--- src/rtl/ctrl_gw_pkg.sv ---
// Shared definitions for the transmit-side control gateway.
// Holds the packet state encoding and the header field layout.
package ctrl_gw_pkg;

  typedef enum logic [1:0] {
    IDLE,
    HDR,
    PAY
  } state_t;

  localparam int HDR_IP_LSB    = 0;
  localparam int HDR_DPORT_LSB = 32;
  localparam int HDR_SPORT_LSB = 48;
  localparam int HDR_WIDTH     = 64;

endpackage

--- src/rtl/ctrl_gw_hdr_pack.sv ---
// Combinational packer building the header beat from the message sideband.
// Header layout: source port, destination port, destination IP (MSB to LSB).
module ctrl_gw_hdr_pack
  import ctrl_gw_pkg::*;
#(
  parameter int AXIS_DATA_WIDTH  = 64,
  parameter int IP_PORT_WIDTH    = 16,
  parameter int IP_ADDRESS_WIDTH = 32
) (
  input  logic [IP_ADDRESS_WIDTH-1:0] tuser,
  input  logic [IP_PORT_WIDTH-1:0]    tdest,
  input  logic [IP_PORT_WIDTH-1:0]    tid,
  output logic [AXIS_DATA_WIDTH-1:0]  hdr
);

  logic [HDR_WIDTH-1:0] hdr_core;

  // Each field is resized to its fixed slot, so odd port/IP widths still land correctly.
  always_comb begin
    hdr_core = '0;
    hdr_core[HDR_IP_LSB +: 32]    = 32'(tuser);
    hdr_core[HDR_DPORT_LSB +: 16] = 16'(tdest);
    hdr_core[HDR_SPORT_LSB +: 16] = 16'(tid);
    hdr = AXIS_DATA_WIDTH'(hdr_core);
  end

endmodule

--- src/rtl/control_gw_to_network_bridge.sv ---
// Transmit-side control gateway: turns single-beat control messages into
// header + payload packets for the network bridge, with status counters.
module control_gw_to_network_bridge
  import ctrl_gw_pkg::*;
#(
  parameter int AXIS_DATA_WIDTH  = 64,
  parameter int AXIS_KEEP_WIDTH  = 8,
  parameter int IP_PORT_WIDTH    = 16,
  parameter int IP_ADDRESS_WIDTH = 32,
  parameter int COUNT_WIDTH      = 32
) (
  input  logic                        i_clk,
  input  logic                        i_ap_rst_n,
  input  logic                        from_ctrl_tvalid,
  output logic                        from_ctrl_tready,
  input  logic [AXIS_DATA_WIDTH-1:0]  from_ctrl_tdata,
  input  logic [AXIS_KEEP_WIDTH-1:0]  from_ctrl_tkeep,
  input  logic [IP_PORT_WIDTH-1:0]    from_ctrl_tid,
  input  logic [IP_PORT_WIDTH-1:0]    from_ctrl_tdest,
  input  logic [IP_ADDRESS_WIDTH-1:0] from_ctrl_tuser,
  input  logic                        from_ctrl_tlast,
  output logic                        to_network_bridge_tvalid,
  input  logic                        to_network_bridge_tready,
  output logic [AXIS_DATA_WIDTH-1:0]  to_network_bridge_tdata,
  output logic [AXIS_KEEP_WIDTH-1:0]  to_network_bridge_tkeep,
  output logic [IP_PORT_WIDTH-1:0]    to_network_bridge_tid,
  output logic [IP_PORT_WIDTH-1:0]    to_network_bridge_tdest,
  output logic [IP_ADDRESS_WIDTH-1:0] to_network_bridge_tuser,
  output logic                        to_network_bridge_tlast,
  output logic [COUNT_WIDTH-1:0]      o_msg_count,
  output logic [COUNT_WIDTH-1:0]      o_drop_count
);

  state_t                     state;
  logic [AXIS_DATA_WIDTH-1:0] cap_data;
  logic [AXIS_KEEP_WIDTH-1:0] cap_keep;
  logic [AXIS_DATA_WIDTH-1:0] hdr_word;
  logic                       accept;
  logic                       accept_keep;
  logic                       accept_drop;
  logic                       unused_tlast;

  assign unused_tlast = from_ctrl_tlast;

  ctrl_gw_hdr_pack #(
    .AXIS_DATA_WIDTH (AXIS_DATA_WIDTH),
    .IP_PORT_WIDTH   (IP_PORT_WIDTH),
    .IP_ADDRESS_WIDTH(IP_ADDRESS_WIDTH)
  ) u_hdr_pack (
    .tuser(from_ctrl_tuser),
    .tdest(from_ctrl_tdest),
    .tid  (from_ctrl_tid),
    .hdr  (hdr_word)
  );

  // A new message may enter while the payload beat leaves, giving gap-free packets.
  assign from_ctrl_tready = (state == IDLE) | ((state == PAY) & to_network_bridge_tready);
  assign accept           = from_ctrl_tvalid & from_ctrl_tready;
  assign accept_keep      = accept & (|from_ctrl_tkeep);
  assign accept_drop      = accept & ~(|from_ctrl_tkeep);

  // The header is registered straight from the inputs; the payload waits in the capture regs.
  always_ff @(posedge i_clk) begin
    if (!i_ap_rst_n) begin
      state                    <= IDLE;
      cap_data                 <= '0;
      cap_keep                 <= '0;
      to_network_bridge_tvalid <= 1'b0;
      to_network_bridge_tdata  <= '0;
      to_network_bridge_tkeep  <= '0;
      to_network_bridge_tid    <= '0;
      to_network_bridge_tdest  <= '0;
      to_network_bridge_tuser  <= '0;
      to_network_bridge_tlast  <= 1'b0;
      o_msg_count              <= '0;
      o_drop_count             <= '0;
    end else begin
      if (accept) begin
        cap_data <= from_ctrl_tdata;
        cap_keep <= from_ctrl_tkeep;
      end
      if (accept_drop) o_drop_count <= o_drop_count + COUNT_WIDTH'(1);

      case (state)
        IDLE: begin
          if (accept_keep) begin
            state                    <= HDR;
            to_network_bridge_tvalid <= 1'b1;
            to_network_bridge_tdata  <= hdr_word;
            to_network_bridge_tkeep  <= '1;
            to_network_bridge_tlast  <= 1'b0;
            to_network_bridge_tid    <= from_ctrl_tid;
            to_network_bridge_tdest  <= from_ctrl_tdest;
            to_network_bridge_tuser  <= from_ctrl_tuser;
          end
        end
        HDR: begin
          if (to_network_bridge_tready) begin
            state                   <= PAY;
            to_network_bridge_tdata <= cap_data;
            to_network_bridge_tkeep <= cap_keep;
            to_network_bridge_tlast <= 1'b1;
          end
        end
        PAY: begin
          if (to_network_bridge_tready) begin
            o_msg_count <= o_msg_count + COUNT_WIDTH'(1);
            if (accept_keep) begin
              state                    <= HDR;
              to_network_bridge_tvalid <= 1'b1;
              to_network_bridge_tdata  <= hdr_word;
              to_network_bridge_tkeep  <= '1;
              to_network_bridge_tlast  <= 1'b0;
              to_network_bridge_tid    <= from_ctrl_tid;
              to_network_bridge_tdest  <= from_ctrl_tdest;
              to_network_bridge_tuser  <= from_ctrl_tuser;
            end else begin
              state                    <= IDLE;
              to_network_bridge_tvalid <= 1'b0;
              to_network_bridge_tlast  <= 1'b0;
            end
          end
        end
        default: state <= IDLE;
      endcase
    end
  end

endmodule

--- config.mk ---
export PLATFORM = sky130hd
export DESIGN_NAME = control_gw_to_network_bridge
export DESIGN_NICKNAME = d
export VERILOG_FILES = /design/src/rtl/ctrl_gw_pkg.sv /design/src/rtl/ctrl_gw_hdr_pack.sv /design/src/rtl/control_gw_to_network_bridge.sv
export SDC_FILE = /design/constraint.sdc
export NUM_CORES = 1
export LEC_CHECK = 0
export BUFFER_PORTS_ARGS = -buffer_cell sky130_fd_sc_hd__buf_2
export CAP_MARGIN = 20
export CORE_UTILIZATION = 45
export CTS_BUF_LIST = sky130_fd_sc_hd__clkbuf_16
export CTS_CLUSTER_DIAMETER = 50
export DETAILED_ROUTE_END_ITERATION = 12
export PLACE_DENSITY_LB_ADDON = 0.15
export SYNTH_ARGS = -nofsm -noshare
export SYNTH_HDL_FRONTEND = slang
export SYNTH_SLANG_ARGS = --single-unit
--- constraint.sdc ---
create_clock -name i_clk -period 2.55 [get_ports i_clk]
set_input_delay 0.3825 -clock i_clk [delete_from_list [all_inputs] [get_ports i_clk]]
set_output_delay 0.3825 -clock i_clk [all_outputs]
set_load 0.02 [all_outputs]
==> flow_summary.ini, run 1 <==
[timing]
finalSetupTns_ns = 0
rsz0062_at_grt = no
hold_violations = 0
tightest_slew_ns = 0.795
skew_ns = 0.0109
setup_viol = 0
slew_headroom_pct = 47.0
clock.fmax_mhz = 424
fin_crit_sh_pct = 92.5
period_minus_slack_ns = 2.36
slew_violations = 0

[route]
drt_iter0_markers = 622
routedWlPerCell_um = 15.3
dr.pass1.iters = 5
vias_per_cell = 5.11
drcViolationCount = 0
totalWireLength_mm = 30.8
ant_nets = 0
routed-via-count = 10300

[floorplan]
initial_core_util_pct = 45.8
pin_count = 344
rows = 56
core_mm2 = 0.0234
die_y_um = 156
die_x_um = 156
die_area_mm2 = 0.0244

[global_route]
grt_overflow = 0
antenna_found_initial = 11
grtUsageTotal_pct = 24.4
grt_pass1_vias = 9448
grt_max_degree = 93
grt_first_pass_wirelength_mm = 48.5

[power]
power.total_mw = 10.4
leakage_nw = 5.89
max-vdd-ir-drop_mv = 0.461
p_per_area_mw_per_mm2 = 751

[cts]
cts_resized = 0
clock_path_buffers = 3
cts_tree = built
clock_latency_ns = 0.54
numCtsBuffers = 31
ctsHoldBuffers = 0
htreeDepth = 1
clkSinkCount = 276
clk_pin_slew_ns = 0.06
clockRootBuffer = clkbuf_16
post-cts-setup-buffers = 0

[yosys]
ys.flop_type = dfxtp_1
ys_ff_latch = 276
synthSimpleGateAreaFrac_pct = 26.9
netlist_instances = 1358
synth_top_family_by_area = simple AND/OR/NAND/NOR gates
synth_cell_types = 38
synthesis.area_mm2 = 0.0107
async_flop_share_pct = 0
synthXorXnorAreaFrac_pct = 3.84
syn_avg_cell_area_um2 = 7.89
yosysSeqAreaShare_pct = 51.6
synth_edf_count = 0
ys_warn_count = 0
synth_compound_area_share_pct = 13.5
synthMuxAreaShare_pct = 0.0934
syn_nets = 1501
synth-adder-area-share_pct = 0.233

[final_layout]
nFillCells = 2290
final_nets = 1809
syn_to_final_growth_pct = 29.0
stdcell_count = 2014
drive_gt1_share_pct = 25.4
layout_commonest_cell = nand2_1
final_cell_mix = nand2_1, buf_2, dfxtp_1

[setup_path]
crit_type = flip-flop to flip-flop
path_max_fanout = 5
worstPathArrival_ns = 2.83
cp-end-kind = flip-flop
cp-start-kind = flip-flop
crit_required_ns = 3.02

[placed_design]
dp.final_hpwl_mm = 20.1
place_congestion = 0.808
port-buffer-count = 342
placedCellCount = 1952

[outcome]
status = finished, final reports clean

[min_path]
hold_path.class = input pin to flip-flop

[job]
cap_violations = 0
[worst max-delay path, cell delays in order (launching register included)]
cell,delay [ns]
dfxtp_1,0.39
ha_1,0.21
nand3_1,0.10
or4_1,0.53
or4_4,0.58
or3_1,0.33
a21oi_1,0.15
[report_power, final]
part	total, mW	internal, mW	switching [mW]
Combinational	1.38	0.458	0.918
Sequential	4.71	4.58	0.127
Clock	4.30	2.58	1.71
Total	10.4	7.62	2.76
[cell usage after synthesis (all sizes together), types with 9 or more instances]
library cell	count	area share, %
nand2	424	15
dfxtp	276	52
a21oi	154	7.2
nor2	129	4.5
clkbuf	91	3.2
a311oi	64	5.2
xnor2	38	3.1
nor3	35	1.6
nand3	21	0.98
nor4	18	1.2
nand4	17	0.99
inv	12	0.42
o21ai	12	0.56
or3	12	0.71
xor2	9	0.74
[per-layer routing]
| layer | part of all wire [%] | global-route usage [%] |
|---|---|---|
| met2 | 47 | 39.8 |
| met5 | 0.072 | 0 |
| met1 | 43 | 30.7 |
| met4 | 2.8 | 9.01 |
| met3 | 7.8 | 6.45 |
[flip-flops by register name (all words and copies together), names as in the netlist]
register / count
cap_data: 64
o_msg_count: 32
to_network_bridge_tkeep: 8
to_network_bridge_tvalid: 1
to_network_bridge_tlast: 1
o_drop_count: 32
to_network_bridge_tdata: 64
cap_keep: 8
to_network_bridge_tuser: 32
to_network_bridge_tid: 16
state: 2
to_network_bridge_tdest: 16
[through the flow]
stage / setup WS, ns / util [%] / hold WS [ns] / area (um2)
after floorplan: 0.0407 / - / 0.437 / 10700
after global placement: 0.159 / 54.8 / 0.439 / 12800
after detailed placement: 0.124 / 54.8 / 0.443 / 12800
after CTS: 0.101 / 59.0 / 0.0534 / 13800
after global routing: 0.0367 / 59.1 / 0.0618 / 13800
final: 0.191 / 59.1 / 0.0798 / 13800
[cell families (layout without fill, tap and decap cells)]
family	after synthesis	after routing
AO/OA/AOI/OAI	238	238
buffers and inverters	109	438
flip-flops	276	276
other	0	8
adder cells (fa/ha/maj)	2	2
AND/OR/NAND/NOR	685	685
multiplexers	1	1
XOR/XNOR	47	47
[cell type report]
class	instances	area, um2	area share, %
clock buffer	31	776	5.61
timing repair buffer	371	2020	14.6
tap	319	399	2.89
antenna	8	20.0	0.145
inverter	13	56.3	0.407
clock inverter	23	208	1.50
multi-input combinational	973	4820	34.9
sequential	276	5530	40.0
[final timing paths]
check | endpoint | start | slack [ns] | cells after the start
max | o_drop_count[30] | o_drop_count[0] | 0.19 | 6
min | cap_data[19] | from_ctrl_tdata[19] | 0.08 | 3
min reg2reg | to_network_bridge_tuser[28] | to_network_bridge_tuser[28] | 0.45 | 2
max reg2reg | o_drop_count[30] | o_drop_count[0] | 0.19 | 6
(Power assumes the default switching activity.)
==> run 2, diff against run 1 <==
--- a/config.mk
+++ b/config.mk
@@ -11,6 +11,7 @@
 export CTS_BUF_LIST = sky130_fd_sc_hd__clkbuf_16
 export CTS_CLUSTER_DIAMETER = 50
 export DETAILED_ROUTE_END_ITERATION = 12
+export HOLD_SLACK_MARGIN = 0.08
 export PLACE_DENSITY_LB_ADDON = 0.15
 export SYNTH_ARGS = -nofsm -noshare
 export SYNTH_HDL_FRONTEND = slang
==> constraint.sdc (replaced) <==
create_clock -name i_clk -period 2.3 [get_ports i_clk]
set_input_delay 0.345 -clock i_clk [delete_from_list [all_inputs] [get_ports i_clk]]
set_output_delay 0.345 -clock i_clk [all_outputs]
set_load 0.02 [all_outputs]
==> run 2 against run 1 <==
Against the previous run: first-iteration DRC count up 14%; combinational power up 17%; clock power increased by 21%; fmax is 8.7% higher; worst hold slack better by 0.0096 ns; register-to-register slack got worse by 0.06 ns; flip-flop and latch count unchanged; die area stayed put; global-route usage is 0.48 points higher; utilization is 3.2 points higher; clock-buffer cell count rose by 6; via count is 3.5% higher.
==> flow_summary.ini, run 2 (synthesis results as in run 1) <==
[timing]
fin_crit_sh_pct = 94.3
slew_violations = 0
skew_ns = 0.00937
tightest_slew_ns = 0.539
setup_viol = 0
hold_violations = 0
slew_headroom_pct = 64.1
clock.fmax_mhz = 461
timing.hold.ws_ns = 0.0894
fin_ws_ns = 0.130
rsz0062_at_grt = no
period_minus_slack_ns = 2.17

[cts]
cts_tree = built
clkSinkCount = 276
clockRootBuffer = clkbuf_16
clock_path_buffers = 3
post-cts-setup-buffers = 0
htreeDepth = 2
clock_latency_ns = 0.50
numCtsBuffers = 34
clk_pin_slew_ns = 0.06

[route]
wl_met3_mm = 2.37
ant_nets = 0
routedWlPerCell_um = 15.2
drcViolationCount = 0
vias_per_cell = 5.13
dr.pass1.iters = 7
drt_iter0_markers = 707
route.met2.wl_mm = 14.7
wl_met1_mm = 13.4
totalWireLength_mm = 31.4
dr.max_layer_used = met4
routed-via-count = 10600

[setup_path]
critPathMaxStageDelay_ns = 0.57
cp-end-kind = flip-flop
worstPathArrival_ns = 2.61
cp-start-kind = flip-flop
crit_required_ns = 2.74
crit_type = flip-flop to flip-flop
crit_slowest_cell = or4_1
path_cells = ha_4 > nand3_2 > or4_1 > or4_4 > or3_1 > a21oi_1
path_max_fanout = 4

[global_route]
grt_pass1_vias = 9601
grtUsageTotal_pct = 24.8
grt_overflow = 0
grt_first_pass_wirelength_mm = 49.0
grt_max_degree = 84
antenna_found_initial = 5

[final_layout]
reg_top3 = cap_data (64), to_network_bridge_tdata (64)
syn_to_final_growth_pct = 36.0
layout_commonest_cell = nand2_1
drive_gt1_share_pct = 25.8
final_nets = 1870
final_cell_mix = nand2_1, buf_2, dfxtp_1

[floorplan]
core_mm2 = 0.0234
die_area_mm2 = 0.0244
initial_core_util_pct = 45.8
pin_count = 344
rows = 56
die_x_um = 156
die_y_um = 156

[min_path]
hold_path.class = input pin to flip-flop

[power]
max-vdd-ir-drop_mv = 0.664
leakage_nw = 6.23
power.total_mw = 12.0
p_per_area_mw_per_mm2 = 826

[placed_design]
port-buffer-count = 342
dp_slack_ns = -0.0865
dp.final_hpwl_mm = 20.6
place_congestion = 0.830

[job]
cap_violations = 0

[outcome]
status = finished, final reports clean
[run 2: changes by cell type in the layout (fill, tap and decap cells not counted), sizes merged]
cell	delta
clkinvlp	-2
clkinv	+2
inv	+1
bufinv	-1
dlygate4sd3	+48
buf	+10
diode	-3
clkbuf	+6
[run 2: stage by stage]
step,setup TNS [ns],cells,area [um2],utilization [%]
after floorplan,0,1358,10800,-
after global placement,-0.0421,1962,13000,55.4
after detailed placement,-0.126,1962,13000,55.4
after CTS,0,2067,14500,62.1
after global routing,0,2075,14600,62.3
final,0,2075,14600,62.3
[run 2: worst max-delay path: cells and delay by family, from the launching register on]
kind / cells / cell delay (ns)
adders and majority gates: 1 / 0.15
DFF: 1 / 0.37
AOI/OAI and AO/OA: 1 / 0.12
and+or+nand+nor: 4 / 1.48
[run 2: timing repair]
item                                    in CTS  in global routing
hold buffers                                45                  3
gates resized for setup                      0                  2
endpoints found under the setup margin       0                  1
endpoints found under the hold margin       45                  3
[run 2: final timing paths]
| kind | from | to | slack [ns] | depth (start not counted) |
|---|---|---|---|---|
| worst max-delay path | o_drop_count[1] | o_drop_count[30] | 0.13 | 6 |
| worst max register to register | o_drop_count[1] | o_drop_count[30] | 0.13 | 6 |
| worst min register to register | to_network_bridge_tuser[2] | to_network_bridge_tuser[2] | 0.45 | 2 |
| worst min-delay path | from_ctrl_tdata[55] | cap_data[55] | 0.09 | 3 |
[run 2: cell type report]
cell class / count / area (um2)
inverter: 13 / 56.3
sequential: 276 / 5540
clock buffer: 37 / 926
tap: 319 / 399
timing repair buffer: 429 / 2620
fill: 2184 / 8830
multi-input combinational: 973 / 4840
antenna: 5 / 12.5
clock inverter: 23 / 174
[run 2: layer usage]
layer	vias to the layer above	track usage, %
met2	323	39.9
met4	0	9.48
met5	-	0
li1	5317	-
met1	4942	31.8
met3	64	6.59
[run 2: report_power, final]
group          internal, mW  total, mW  leakage (nW)  switching, mW
sequential             5.08       5.21          2.27          0.138
combinational         0.582       1.62          3.39           1.04
clock                  3.21       5.19         0.568           1.98
